[src/rtl/knn_pkg.sv]
// Shared definitions for the KNN vote selector: default widths, FSM states and
// width helpers for the vote counters and scan indices.
package knn_pkg;

    localparam int unsigned KNN_K      = 5;
    localparam int unsigned KNN_W      = 32;
    localparam int unsigned KNN_TYPE_W = 2;

    typedef enum logic [2:0] {
        IDLE    = 3'd0,
        COLLECT = 3'd1,
        VOTE    = 3'd2,
        DECIDE  = 3'd3,
        DONE    = 3'd4
    } state_e;

    // A counter must hold 0..k inclusive
    function automatic int unsigned cnt_width(input int unsigned k);
        return $clog2(k + 1);
    endfunction

    function automatic int unsigned idx_width(input int unsigned n);
        return (n > 1) ? $clog2(n) : 1;
    endfunction

endpackage

[src/rtl/knn_vote_selector_if.sv]
// Sample-in / result-out bundle between the distance stage, the vote selector
// and the system controller.
interface knn_vote_selector_if
    import knn_pkg::*;
#(
    parameter int unsigned W      = KNN_W,
    parameter int unsigned TYPE_W = KNN_TYPE_W
);
    logic              start;
    logic              sample_valid;
    logic              sample_last;
    logic [W-1:0]      distance;
    logic [TYPE_W-1:0] data_type;
    logic              sample_ready;
    logic              busy;
    logic              result_valid;
    logic [TYPE_W-1:0] result_type;
    logic [W-1:0]      nearest_distance;

    modport master (
        output start, sample_valid, sample_last, distance, data_type,
        input  sample_ready, busy, result_valid, result_type, nearest_distance
    );

    modport slave (
        input  start, sample_valid, sample_last, distance, data_type,
        output sample_ready, busy, result_valid, result_type, nearest_distance
    );
endinterface

[src/rtl/knn_sorted_insert.sv]
// K-entry list kept sorted by distance; one parallel compare-and-shift insert
// per cycle, ties resolved in arrival order.
module knn_sorted_insert #(
    parameter int unsigned K      = 5,
    parameter int unsigned W      = 32,
    parameter int unsigned TYPE_W = 2
) (
    input  logic              clk,
    input  logic              rst,
    input  logic              i_clear,
    input  logic              i_insert,
    input  logic [W-1:0]      i_distance,
    input  logic [TYPE_W-1:0] i_type,
    output logic              o_valid [K],
    output logic [W-1:0]      o_dist  [K],
    output logic [TYPE_W-1:0] o_type  [K]
);
    logic              r_valid [K];
    logic [W-1:0]      r_dist  [K];
    logic [TYPE_W-1:0] r_type  [K];

    // Slot is empty or strictly farther than the new sample; monotone across ranks
    logic w_after [K];

    always_comb begin
        for (int i = 0; i < K; i++) begin
            w_after[i] = !r_valid[i] || (r_dist[i] > i_distance);
        end
    end

    // First w_after slot takes the new sample, later slots take their predecessor
    always_ff @(posedge clk or posedge rst) begin
        if (rst) begin
            for (int i = 0; i < K; i++) begin
                r_valid[i] <= 1'b0;
                r_dist[i]  <= '0;
                r_type[i]  <= '0;
            end
        end else if (i_clear) begin
            for (int i = 0; i < K; i++) begin
                r_valid[i] <= 1'b0;
            end
        end else if (i_insert) begin
            if (w_after[0]) begin
                r_valid[0] <= 1'b1;
                r_dist[0]  <= i_distance;
                r_type[0]  <= i_type;
            end
            for (int i = 1; i < K; i++) begin
                if (w_after[i]) begin
                    if (w_after[i-1]) begin
                        r_valid[i] <= r_valid[i-1];
                        r_dist[i]  <= r_dist[i-1];
                        r_type[i]  <= r_type[i-1];
                    end else begin
                        r_valid[i] <= 1'b1;
                        r_dist[i]  <= i_distance;
                        r_type[i]  <= i_type;
                    end
                end
            end
        end
    end

    assign o_valid = r_valid;
    assign o_dist  = r_dist;
    assign o_type  = r_type;

endmodule

[src/rtl/knn_vote_selector.sv]
// KNN back end: collects the K nearest samples, counts one vote per cycle,
// scans the class counters and presents the winning class.
module knn_vote_selector
    import knn_pkg::*;
#(
    parameter int unsigned K      = KNN_K,
    parameter int unsigned W      = KNN_W,
    parameter int unsigned TYPE_W = KNN_TYPE_W
) (
    input logic          clk,
    input logic          rst,
    knn_vote_selector_if.slave bus
);
    localparam int unsigned NTYPES = 1 << TYPE_W;
    localparam int unsigned CNT_W  = cnt_width(K);
    localparam int unsigned VIDX_W = idx_width(K);

    state_e r_state, w_state_nxt;
    logic   w_accept, w_clear;

    logic              w_list_valid [K];
    logic [W-1:0]      w_list_dist  [K];
    logic [TYPE_W-1:0] w_list_type  [K];

    logic [CNT_W-1:0]  r_cnt [NTYPES];
    logic [VIDX_W-1:0] r_vidx;
    logic [TYPE_W-1:0] r_didx;
    logic [CNT_W-1:0]  r_best_cnt;
    logic [TYPE_W-1:0] r_best_type;
    logic [TYPE_W-1:0] w_final_type;
    logic              w_vote_last, w_decide_last;

    logic              r_sample_ready, r_busy, r_result_valid;
    logic [TYPE_W-1:0] r_result_type;
    logic [W-1:0]      r_nearest;

    knn_sorted_insert #(.K(K), .W(W), .TYPE_W(TYPE_W)) u_list (
        .clk        (clk),
        .rst        (rst),
        .i_clear    (w_clear),
        .i_insert   (w_accept),
        .i_distance (bus.distance),
        .i_type     (bus.data_type),
        .o_valid    (w_list_valid),
        .o_dist     (w_list_dist),
        .o_type     (w_list_type)
    );

    assign w_vote_last   = (r_vidx == VIDX_W'(K - 1));
    assign w_decide_last = (r_didx == TYPE_W'(NTYPES - 1));
    // Strict compare keeps the lowest class index on ties
    assign w_final_type  = (r_cnt[r_didx] > r_best_cnt) ? r_didx : r_best_type;

    always_ff @(posedge clk or posedge rst) begin
        if (rst) r_state <= IDLE;
        else     r_state <= w_state_nxt;
    end

    // start overrides everything, including a coincident sample
    always_comb begin
        w_state_nxt = r_state;
        w_accept    = 1'b0;
        w_clear     = 1'b0;
        if (bus.start) begin
            w_state_nxt = COLLECT;
            w_clear     = 1'b1;
        end else begin
            case (r_state)
                COLLECT: begin
                    if (bus.sample_valid) begin
                        w_accept = 1'b1;
                        if (bus.sample_last) w_state_nxt = VOTE;
                    end
                end
                VOTE:    if (w_vote_last)   w_state_nxt = DECIDE;
                DECIDE:  if (w_decide_last) w_state_nxt = DONE;
                default: w_state_nxt = r_state;
            endcase
        end
    end

    always_ff @(posedge clk or posedge rst) begin
        if (rst) begin
            for (int i = 0; i < NTYPES; i++) r_cnt[i] <= '0;
            r_vidx         <= '0;
            r_didx         <= '0;
            r_best_cnt     <= '0;
            r_best_type    <= '0;
            r_sample_ready <= 1'b0;
            r_busy         <= 1'b0;
            r_result_valid <= 1'b0;
            r_result_type  <= '0;
            r_nearest      <= '0;
        end else begin
            r_sample_ready <= (w_state_nxt == COLLECT);
            r_busy         <= (w_state_nxt == COLLECT) || (w_state_nxt == VOTE) ||
                              (w_state_nxt == DECIDE);
            r_result_valid <= (w_state_nxt == DONE);
            if (w_clear) begin
                for (int i = 0; i < NTYPES; i++) r_cnt[i] <= '0;
                r_vidx      <= '0;
                r_didx      <= '0;
                r_best_cnt  <= '0;
                r_best_type <= '0;
            end else if (r_state == VOTE) begin
                if (w_list_valid[r_vidx]) begin
                    r_cnt[w_list_type[r_vidx]] <= r_cnt[w_list_type[r_vidx]] + CNT_W'(1);
                end
                r_vidx <= w_vote_last ? '0 : r_vidx + VIDX_W'(1);
            end else if (r_state == DECIDE) begin
                if (r_cnt[r_didx] > r_best_cnt) begin
                    r_best_cnt  <= r_cnt[r_didx];
                    r_best_type <= r_didx;
                end
                r_didx <= r_didx + TYPE_W'(1);
                if (w_decide_last) begin
                    r_result_type <= w_final_type;
                    r_nearest     <= w_list_dist[0];
                end
            end
        end
    end

    assign bus.sample_ready     = r_sample_ready;
    assign bus.busy             = r_busy;
    assign bus.result_valid     = r_result_valid;
    assign bus.result_type      = r_result_type;
    assign bus.nearest_distance = r_nearest;

endmodule
[src/flat_wrapper.sv]
// flat-port wrapper written by rule: the top's interface ports become plain ports
module knn_vote_selector_flat import knn_pkg::*;
#(
    parameter int unsigned K      = KNN_K,
    parameter int unsigned W      = KNN_W,
    parameter int unsigned TYPE_W = KNN_TYPE_W
)
  (clk, rst, bus_start, bus_sample_valid, bus_sample_last, bus_distance, bus_data_type, bus_sample_ready, bus_busy, bus_result_valid, bus_result_type, bus_nearest_distance);
  knn_vote_selector_if #(.W(W), .TYPE_W(TYPE_W)) bus_i ();
  input logic clk;
  input logic rst;
  input wire logic [$bits(bus_i.start)-1:0] bus_start;
  input wire logic [$bits(bus_i.sample_valid)-1:0] bus_sample_valid;
  input wire logic [$bits(bus_i.sample_last)-1:0] bus_sample_last;
  input wire logic [$bits(bus_i.distance)-1:0] bus_distance;
  input wire logic [$bits(bus_i.data_type)-1:0] bus_data_type;
  output wire logic [$bits(bus_i.sample_ready)-1:0] bus_sample_ready;
  output wire logic [$bits(bus_i.busy)-1:0] bus_busy;
  output wire logic [$bits(bus_i.result_valid)-1:0] bus_result_valid;
  output wire logic [$bits(bus_i.result_type)-1:0] bus_result_type;
  output wire logic [$bits(bus_i.nearest_distance)-1:0] bus_nearest_distance;
  assign bus_i.start = bus_start;
  assign bus_i.sample_valid = bus_sample_valid;
  assign bus_i.sample_last = bus_sample_last;
  assign bus_i.distance = bus_distance;
  assign bus_i.data_type = bus_data_type;
  assign bus_sample_ready = bus_i.sample_ready;
  assign bus_busy = bus_i.busy;
  assign bus_result_valid = bus_i.result_valid;
  assign bus_result_type = bus_i.result_type;
  assign bus_nearest_distance = bus_i.nearest_distance;
  knn_vote_selector #(.K(K), .W(W), .TYPE_W(TYPE_W)) u_core (.clk(clk), .rst(rst), .bus(bus_i));
endmodule
[config.mk]
export PLATFORM = sky130hd
export DESIGN_NAME = knn_vote_selector_flat
export DESIGN_NICKNAME = d
export VERILOG_FILES = /design/src/rtl/knn_pkg.sv /design/src/rtl/knn_vote_selector_if.sv /design/src/rtl/knn_sorted_insert.sv /design/src/rtl/knn_vote_selector.sv /design/src/flat_wrapper.sv
export SDC_FILE = /design/constraint.sdc
export NUM_CORES = 1
export LEC_CHECK = 0
export BUFFER_PORTS_ARGS = -buffer_cell sky130_fd_sc_hd__buf_2
export CORE_MARGIN = 2
export CORE_UTILIZATION = 55
export CTS_CLUSTER_DIAMETER = 30
export DETAILED_ROUTE_END_ITERATION = 8
export PLACE_DENSITY = 0.8
export SYNTH_ARGS = -nofsm -noshare
export SYNTH_HDL_FRONTEND = slang
export SYNTH_SLANG_ARGS = --single-unit
[constraint.sdc]
create_clock -name clk -period 6.7 [get_ports clk]
set_input_delay 0.67 -clock clk [delete_from_list [all_inputs] [get_ports clk]]
set_output_delay 0.67 -clock clk [all_outputs]
set_load 0.02 [all_outputs]
## Word level (Yosys, flattened, before mapping)

Index checks and enable logic that the tools add are counted.

| operators by class | value |
|---|---|
| add/subtract/negate cells | 3 |
| magnitude comparators | 10 |
| equality and inequality tests | 10 |
| mux-type cells | 61 |
| bitwise logic cells | 5 |
| reductions and logical operators | 37 |

Operator list:

| operator | number |
|---|---|
| greater-than comparator 32 bit | 5 |
| 2-to-1 mux 32 bit | 4 |
| 2-to-1 mux 3 bit | 17 |
| 2-to-1 mux 12 bit | 3 |
| 2-to-1 mux 2 bit | 13 |
| nonzero test 2 bit | 10 |
| AND reduction 3 bit | 6 |
| 2-to-1 mux 1 bit | 15 |
| AND reduction 2 bit | 7 |
| binary-select mux 3 bit (select 2 bit) | 2 |
| bitwise mux 12 bit | 1 |
| == test 3 x 2 -> 1 bit, second input constant | 4 |
| 2-to-1 mux 5 bit | 2 |
| case mux 3 bit (3 select lines) | 1 |
| logical OR 1 bit | 7 |
| adder 3 x 1 -> 3 bit, second input constant | 2 |
| binary-select mux 2 bit (select 3 bit) | 1 |
| demux 3 bit (select 2 bit) | 1 |
| == test 3 x 1 -> 1 bit, second input constant | 2 |
| == test 3 bit, second input constant | 2 |
| >= comparator 3 bit, second input constant | 2 |
| NOT 2 -> 3 bit | 2 |
| zero test 1 bit | 5 |
| >= comparator 4 bit, second input constant | 1 |
| other kinds (10) | 11 |

| word-level totals | value |
|---|---|
| register bits | 237 |
| input port bits | 39 |
| output and inout bits | 37 |
| word-level logic and storage cells | 155 |

## Longest topological paths before layout

Gate-level depths: netlist of the first run.

| depth | value |
|---|---|
| depth in word-level cells | 13 |
| gate-level depth with buffers | 12 |
| gate-level depth less buffers | 10 |

## Modules after synthesis

A second synthesis of the first run with hierarchy kept.

| second synthesis, totals | value |
|---|---|
| cell total of the unflattened synthesis | 1355 |
| area, all modules | 14493.9 µm² |

By module, submodules not included:

| module | times used | cells each | area an instance (µm²) | seq. area each (µm²) |
|---|---|---|---|---|
| knn_sorted_insert | 1 | 1105 | 11476.0 | 4379.2 |
| knn_vote_selector | 1 | 250 | 3017.9 | 1551.5 |

## Least setup slack after synthesis of the first run

Ideal clock, no wire load.

| timing | value |
|---|---|
| path type | input port to flip-flop |
| start point | in bus_distance[19] |
| end point | reg u_core.u_list.r_dist, in the netlist u_core.u_list.o_dist[128] |
| setup time | 127 ps |
| arrival | 3018 ps |
| data required time | 6573 ps |
| setup slack | 3555 ps |
| cell stages on the path | 12 |
| buffers on the path | 3 |
| cell sequence | inv_1 ha_1 a21oi_2 o21ai_1 a2111o_1 or4_1 a21oi_1 buf_4 or3_1 buf_6 buf_6 mux2_1 |

| between the ends | value |
|---|---|
| longest elaborated chain between the ends | 3 |

RTL lines:

| item | RTL line | RTL |
|---|---|---|
| from (decl) | flat_wrapper.sv:15 | `input wire logic [$bits(bus_i.distance)-1:0] bus_distance;` |
| greater-than comparator 32 bit | knn_sorted_insert.sv:27 | `w_after[i] = !r_valid[i] \|\| (r_dist[i] > i_distance);` |
| logical OR 1 bit | knn_sorted_insert.sv:27 |  |
| AND reduction 3 bit (no line) | n/a |  |
| to (signal, indexed assignment) | knn_sorted_insert.sv:53 | `r_dist[i] <= r_dist[i-1];` |
| to (signal, indexed assignment) | knn_sorted_insert.sv:57 | `r_dist[i] <= i_distance;` |
| to (decl) | knn_sorted_insert.sv:19 | `logic [W-1:0] r_dist [K];` |

No other way between the ends.
A chain may end at the register's enable or synchronous reset.

## Worst setup path in the final report of the first run

| timing | value |
|---|---|
| start point | in bus_distance[7] |
| end point | reg u_core.u_list.r_dist, in the netlist u_core.u_list.o_dist[85] |

| between the ends | value |
|---|---|
| longest elaborated chain between the ends | 3 |
| elaborated cells between the ends (all ways) | 6 |
| classes of those cells | 2 x order compare; 1 x mux; 3 x reduce/logical |

RTL lines:

| item | RTL line |
|---|---|
| greater-than comparator 32 bit | knn_sorted_insert.sv:27 |
| logical OR 1 bit | knn_sorted_insert.sv:27 |
| AND reduction 3 bit (no line) / 2-to-1 mux 32 bit (equally long branches) | n/a |

Parallel ways exist; a longest one is shown, timed or not.

==> run summary, run 1 <==
Cell breakdown of the critical path -> buf_2 -> inv_1 -> ha_1 -> a21oi_1 -> o21ai_0 -> a221oi_1 -> nor3b_1 -> o221ai_4 -> and2_1 -> buf_4 -> a31oi_1
Total Power Consumption -> 8260 µW
TritonCTS clock tree -> built
Power Dens Cells -> 458 nW/µm²
Final clock period utilization by the worst path -> 0.569
Post-cts repair resize count -> 0
Kind of launch point of the worst setup path -> input port
Kind of critical path -> in -> reg
Top achievable clock speed -> 262 MHz
Kind of cell with the highest combined delay on the critical path -> compound AO/OA/AOI/OAI gates
Row Count -> 61
Number of vias per cell -> 6.40
Kind of end point of the critical path -> register
#FFs+latches synth -> 237
Most frequent cells in the layout -> 237 x sky130_fd_sc_hd__dfrtp_1, 167 x sky130_fd_sc_hd__ha_1, 158 x sky130_fd_sc_hd__nand2_1, 112 x sky130_fd_sc_hd__mux2i_1, 109 x sky130_fd_sc_hd__a21oi_1
Maximum capacitance violations -> 0
Warnings from Yosys -> 0
Seq/Total Area, Yosys -> 0.388
Setup Total Neg Slack -> 0 ns
Critical path buffer and inverter count -> 3
Final setup violation count -> 0
Class of the worst hold path -> in -> async
Commonest non-fill, non-tap cell in the layout -> sky130_fd_sc_hd__dfrtp_1
Maximum level of the CTS H-tree -> 2
Post-synth ARST share -> 1.00
Floorplan die area -> 29100 µm²
Initial antenna violation count -> 1
Cell with the biggest individual delay on the critical path -> sky130_fd_sc_hd__nor3b_1
Total area of multi-input combinational cells -> 8680 µm²
Area growth from synthesis to layout -> 17.9%
First-pass GRT wire length -> 69100 µm
Post-detail-place hpwl -> 27800 µm
Data required time of the worst path -> 7.18 ns
Clock root buffer -> sky130_fd_sc_hd__clkbuf_16
Final WL -> 43100 µm
Area of all sequential standard cells -> 5930 µm²
Crit path largest cell delay -> 0.58 ns
First-iteration detailed-routing DRC count -> 1240
Most used flip-flop cell after synthesis -> sky130_fd_sc_hd__dfrtp_1
Maximum number of pins on one net before global-route repair -> 126
Count of filler cells inserted in the layout -> 2047
Setup Slack @ Placement -> 2.45 ns
Result of the run -> completed
Clock edge transition at the registers on the reported setup and hold paths -> 0.05 ns
Data arrival time at the worst-slack endpoint -> 4.29 ns
Number of nets in the synthesized netlist -> 1688
Final-report hold violation count -> 0
Number of instances in the synthesized netlist -> 1482
Number of unique standard cell types used by synthesis -> 67
Count of hold-fix buffers inserted at cts -> 0
TritonCTS Sinks -> 237
Count of TritonRoute iterations in the first routing pass -> 6
Worst-case clock skew -> 0.0266 ns
Setup fix buffers added after clock tree synthesis -> 0
Height of the die -> 171 µm
Layout cells sized above 1 -> 0.186
Gr usage total -> 0.301
DR vias -> 12675
Count of antenna-violating nets left after detailed routing -> 0
Lkg Pwr -> 0.00849 µW
Final-report max-slew violation count -> 0
Initial Util -> 0.555
Grt ovf -> 0
Vias in the first global route -> 12874
Insertion delay of the later-clocked pin in the worst-skew pair -> 0.57 ns
Mapped Avg Cell Area -> 10.3 µm²
Tightest Pin Transition -> 1.09 ns
Critical-path maximum fanout -> 24
Highest ir drop seen on vdd -> 0.000281 V
Post-synthesis instance area -> 15300 µm²
Placeable core region -> 27600 µm²
Die Width -> 171 µm
Max-slew headroom -> 0.255
Number of nets in the layout -> 1760
Total clock buffers created by CTS -> 58
Drt wl/cell -> 21.8 µm
Post-layout worst setup margin -> 2.89 ns
Setup slack of the most critical reg-to-reg path -> 2.95 ns
Minimum clock period -> 3.81 ns
Max Buffers Root-to-Sink -> 3
Setup repair after global routing missed its margin -> no
Number of enable flip-flop cells after synthesis -> 0
Number of buffers added on ports -> 75
# DRC -> 0
Final GP Congestion -> 0.948
I/O Pins -> 76
Yosys cell counts (all sizes together), types with 3 or more instances:
library cell  number  area, µm²
nor3b              4       30.0
ha               167       2090
nor4               6       43.8
a21boi             4       30.0
or2                3       18.8
o21ai            104        521
nand2            158        593
a2111o            34        383
nand3             16       80.1
mux2i            112       1120
mux2             104       1280
o311ai            31        272
a221oi             5       43.8
and4               4       35.0
inv               80        300
nor2b             12       75.1
nand2b             7       43.8
a21oi            111        559
nand4             35        219
o211ai            10       75.1
nor3               9       45.0
a31oi             37        231
a211o              3       26.3
clkbuf            50        190
nor2              40        150
o21a               4       30.0
a22o               4       35.0
buf               34        246
a211oi             8       77.6
dfrtp            237       5930
and2               5       31.3
a21o              14        105
mux4               6        135
path summary, 6_finish.rpt:
check | start | to | cells after the start
min in group clk | bus_distance[18] | u_core.u_list.o_dist[146]$_DFFE_PP0P_ | 2
min reg2reg | u_core.bus.nearest_distance[25]$_DFFE_PP0P_ | u_core.bus.nearest_distance[25]$_DFFE_PP0P_ | 1
min | rst | u_core.u_list.o_dist[56]$_DFFE_PP0P_ | 3
max in group asynchronous | rst | u_core.u_list.o_dist[4]$_DFFE_PP0P_ | 4
max reg2reg | u_core.u_list.o_dist[47]$_DFFE_PP0P_ | u_core.u_list.o_dist[42]$_DFFE_PP0P_ | 9
max | bus_distance[7] | u_core.u_list.o_dist[85]$_DFFE_PP0P_ | 11
worst register-to-register path: stages (launching register included):
cell and delay, ns:
sky130_fd_sc_hd__dfrtp_1 0.39, sky130_fd_sc_hd__ha_1 0.33, sky130_fd_sc_hd__nand4_1 0.18, sky130_fd_sc_hd__nor3_1 0.44, sky130_fd_sc_hd__a21boi_0 0.55, sky130_fd_sc_hd__nor4b_4 0.14
sky130_fd_sc_hd__a211oi_4 0.28, sky130_fd_sc_hd__o21a_2 0.64, sky130_fd_sc_hd__buf_4 0.46, sky130_fd_sc_hd__mux2i_1 0.27
final cells by class:
cell class	instances	area share
multi-input combinational	1080	0.482
sequential	237	0.329
clock buffer	70	0.0889
timing repair buffer	96	0.0303
clock inverter	37	0.0263
tap	378	0.0263
inverter	81	0.0171
antenna	1	0.000139
stage by stage:
step	hold WS [ns]	area [µm²]	cells	utilization
after CTS	0.333	18000	1979	0.654
after floorplan	0.459	15300	1482	-
after detailed placement	0.490	15900	1872	0.578
after global routing	0.382	18000	1980	0.654
final	0.309	18000	1980	0.654
after global placement	0.484	15900	1872	0.578
flip-flops by register name, summed over array words and instances, names as in the netlist:
name / flops
u_core.bus.nearest_distance: 32
u_core.r_state: 3
u_core.r_best_type: 2
u_core.u_list.o_type: 10
u_core.bus.busy: 1
u_core.u_list.o_valid: 5
u_core.bus.sample_ready: 1
u_core.r_cnt: 12
u_core.r_didx: 2
u_core.r_vidx: 3
u_core.r_best_cnt: 3
u_core.bus.result_type: 2
u_core.u_list.o_dist: 160
u_core.bus.result_valid: 1
layer usage:
layer / wire length (µm) / global-route usage / vias to the layer above
li1: - / - / 5670
met1: 18100 / 0.390 / 6290
met2: 20400 / 0.495 / 577
met3: 3090 / 0.0571 / 138
met4: 1530 / 0.129 / 0
met5: 0 / 0 / -
power by group:
group,internal (µW),switching (µW),leakage [µW]
clock network,2040,909,0.000993
registers,1950,511,0.00292
logic,1230,1620,0.00458
logic make-up (layout without fill, tap and decap cells):
| logic type | Yosys count | count (layout) | share of synthesized area |
|---|---|---|---|
| AOI/OAI and AO/OA | 383 | 383 | 0.166 |
| muxes | 222 | 222 | 0.166 |
| DFF | 237 | 237 | 0.388 |
| xor gates and xnor gates | 2 | 2 | 0.00115 |
| buffers and inverters | 165 | 284 | 0.0485 |
| other | 0 | 1 | 0 |
| and+or+nand+nor | 306 | 306 | 0.0931 |
| adders and majority gates | 167 | 167 | 0.137 |
No activity file was read; power rests on OpenSTA's default activity.
==> run 2: changes to the inputs <==
==> constraint.sdc (replaced) <==
create_clock -name clk -period 3.25 [get_ports clk]
set_input_delay 0.325 -clock clk [delete_from_list [all_inputs] [get_ports clk]]
set_output_delay 0.325 -clock clk [all_outputs]
set_load 0.02 [all_outputs]
==> run summary, run 2 (synthesis results as in run 1) <==
Post-layout worst setup margin -> 0.0748 ns
Result of the run -> completed
Startpoint of the worst register-to-register path -> u_core.u_list.o_dist[145]$_DFFE_PP0P_
Area growth from synthesis to layout -> 23.0%
Kind of critical path -> reg -> reg
Clock root buffer -> sky130_fd_sc_hd__clkbuf_16
Maximum capacitance violations -> 0
Commonest non-fill, non-tap cell in the layout -> sky130_fd_sc_hd__dfrtp_1
Count of filler cells inserted in the layout -> 1941
Grt ovf -> 0
Tightest Pin Transition -> 0.922 ns
Area of all sequential standard cells -> 5930 µm²
Count of non-filler cells in the finished layout -> 2045
TritonCTS Sinks -> 237
Final-report hold violation count -> 0
Number of buffers added on ports -> 75
Largest register FFs -> 160
Worst-case clock skew -> 0.0235 ns
Height of the die -> 171 µm
Final hold slack -> 0.0142 ns
Layout cells sized above 1 -> 0.219
Total clock buffers created by CTS -> 61
Placeable core region -> 27600 µm²
Power Dens Cells -> 936 nW/µm²
Hold wc startpoint -> bus_distance[28]
Count of TritonRoute iterations in the first routing pass -> 6
Setup Slack @ Placement -> -0.0424 ns
Floorplan die area -> 29100 µm²
Lkg Pwr -> 0.00888 µW
Max Buffers Root-to-Sink -> 3
Row Count -> 61
Maximum level of the CTS H-tree -> 2
Initial antenna violation count -> 1
Kind of launch point of the worst setup path -> register
Final WL -> 45000 µm
Final GP Congestion -> 0.974
Clock edge transition at the registers on the reported setup and hold paths -> 0.05 ns
Final clock period utilization by the worst path -> 0.977
Count of antenna-violating nets left after detailed routing -> 0
Data required time of the worst path -> 3.70 ns
Max-slew headroom -> 0.384
Gr usage total -> 0.312
Initial Util -> 0.555
Die Width -> 171 µm
Number of nets in the layout -> 1819
Setup repair after global routing missed its margin -> no
First-iteration detailed-routing DRC count -> 1339
Post-detail-place hpwl -> 29600 µm
Maximum number of pins on one net before global-route repair -> 78
Top achievable clock speed -> 315 MHz
Class of the worst hold path -> in -> reg
Final-report max-slew violation count -> 0
TritonCTS clock tree -> built
Drt wl/cell -> 22.0 µm
First-pass GRT wire length -> 72000 µm
Total area of multi-input combinational cells -> 8680 µm²
Data arrival time at the worst-slack endpoint -> 3.63 ns
Insertion delay of the later-clocked pin in the worst-skew pair -> 0.59 ns
Most frequent cells in the layout -> 237 x sky130_fd_sc_hd__dfrtp_1, 167 x sky130_fd_sc_hd__ha_1, 158 x sky130_fd_sc_hd__nand2_1, 112 x sky130_fd_sc_hd__mux2i_1, 109 x sky130_fd_sc_hd__a21oi_1
# DRC -> 0
DR vias -> 13122
I/O Pins -> 76
Vias in the first global route -> 13435
Number of vias per cell -> 6.42
Kind of end point of the critical path -> register
Minimum clock period -> 3.18 ns
Final setup violation count -> 0
Inst Count DP -> 1927
Critical-path maximum fanout -> 24
Highest ir drop seen on vdd -> 0.000574 V
Start point of the critical path -> u_core.u_list.o_dist[145]$_DFFE_PP0P_
[run 2: cell count changes in the layout (fill, tap and decap cells not counted), sizes merged]
cell,delta
clkinv,+5
dlygate4sd3,+1
inv,-2
clkinvlp,+7
clkbuf,-1
buf,+55
[run 2: cell type report]
class / instances / share of cell area
clock inverter: 47 / 0.0308
multi-input combinational: 1080 / 0.462
sequential: 237 / 0.316
tap: 378 / 0.0252
clock buffer: 69 / 0.0860
inverter: 81 / 0.0164
timing repair buffer: 152 / 0.0644
antenna: 1 / 0.000133
[run 2: where the power goes]
part | leakage [µW] | internal [µW] | switching [µW]
combinational | 0.00494 | 2710 | 3460
sequential | 0.00292 | 4030 | 1060
clock | 0.00103 | 4300 | 2040
[run 2: path summary, 6_finish.rpt]
check / endpoint / slack [ns] / cells past startpoint
worst max register to register: u_core.u_list.o_dist[126]$_DFFE_PP0P_ / 0.07 / 10
worst min-delay path: u_core.u_list.o_dist[156]$_DFFE_PP0P_ / 0.01 / 2
min in group asynchronous: u_core.u_list.o_dist[90]$_DFFE_PP0P_ / 0.50 / 3
max in group asynchronous: u_core.u_list.o_dist[9]$_DFFE_PP0P_ / 1.83 / 4
worst max-delay path: u_core.u_list.o_dist[126]$_DFFE_PP0P_ / 0.07 / 10
worst min register to register: u_core.bus.nearest_distance[21]$_DFFE_PP0P_ / 0.50 / 1
[run 2: worst max-delay path, stage by stage, from the launching register on]
cell	delay (ns)
sky130_fd_sc_hd__dfrtp_1	0.40
sky130_fd_sc_hd__ha_1	0.32
sky130_fd_sc_hd__a21oi_1	0.21
sky130_fd_sc_hd__o21ai_1	0.15
sky130_fd_sc_hd__a2111o_1	0.44
sky130_fd_sc_hd__or4_1	0.48
sky130_fd_sc_hd__a21oi_4	0.16
sky130_fd_sc_hd__buf_6	0.23
sky130_fd_sc_hd__buf_12	0.24
sky130_fd_sc_hd__mux2i_1	0.25
sky130_fd_sc_hd__o21ai_0	0.11
[run 2: per-layer routing]
layer	up-vias	part of all wire	GRT usage
met5	-	0	0
met4	0	0.053	0.179
met3	197	0.074	0.0615
met2	653	0.46	0.495
met1	6477	0.41	0.400
li1	5795	-	-
[run 2: repair_timing]
item                                   CTS  global route
buffers inserted                         0             0
resized for setup                        0             2
endpoints found under the hold margin   30             0
hold buffers                             1             0
setup endpoints to repair                0            10
[run 2: per-stage QoR]
stage          area (µm²)  setup TNS [ns]  utilization  total power [µW]
6_report            18800               0        0.682             17600
4_1_cts             18800               0        0.682             17400
2_1_floorplan       15300          -42.86            -              8980
5_1_grt             18800               0        0.682             18500
3_5_place_dp        16600          -0.629        0.602             10900
3_3_place_gp        16600          -0.507        0.602             10500
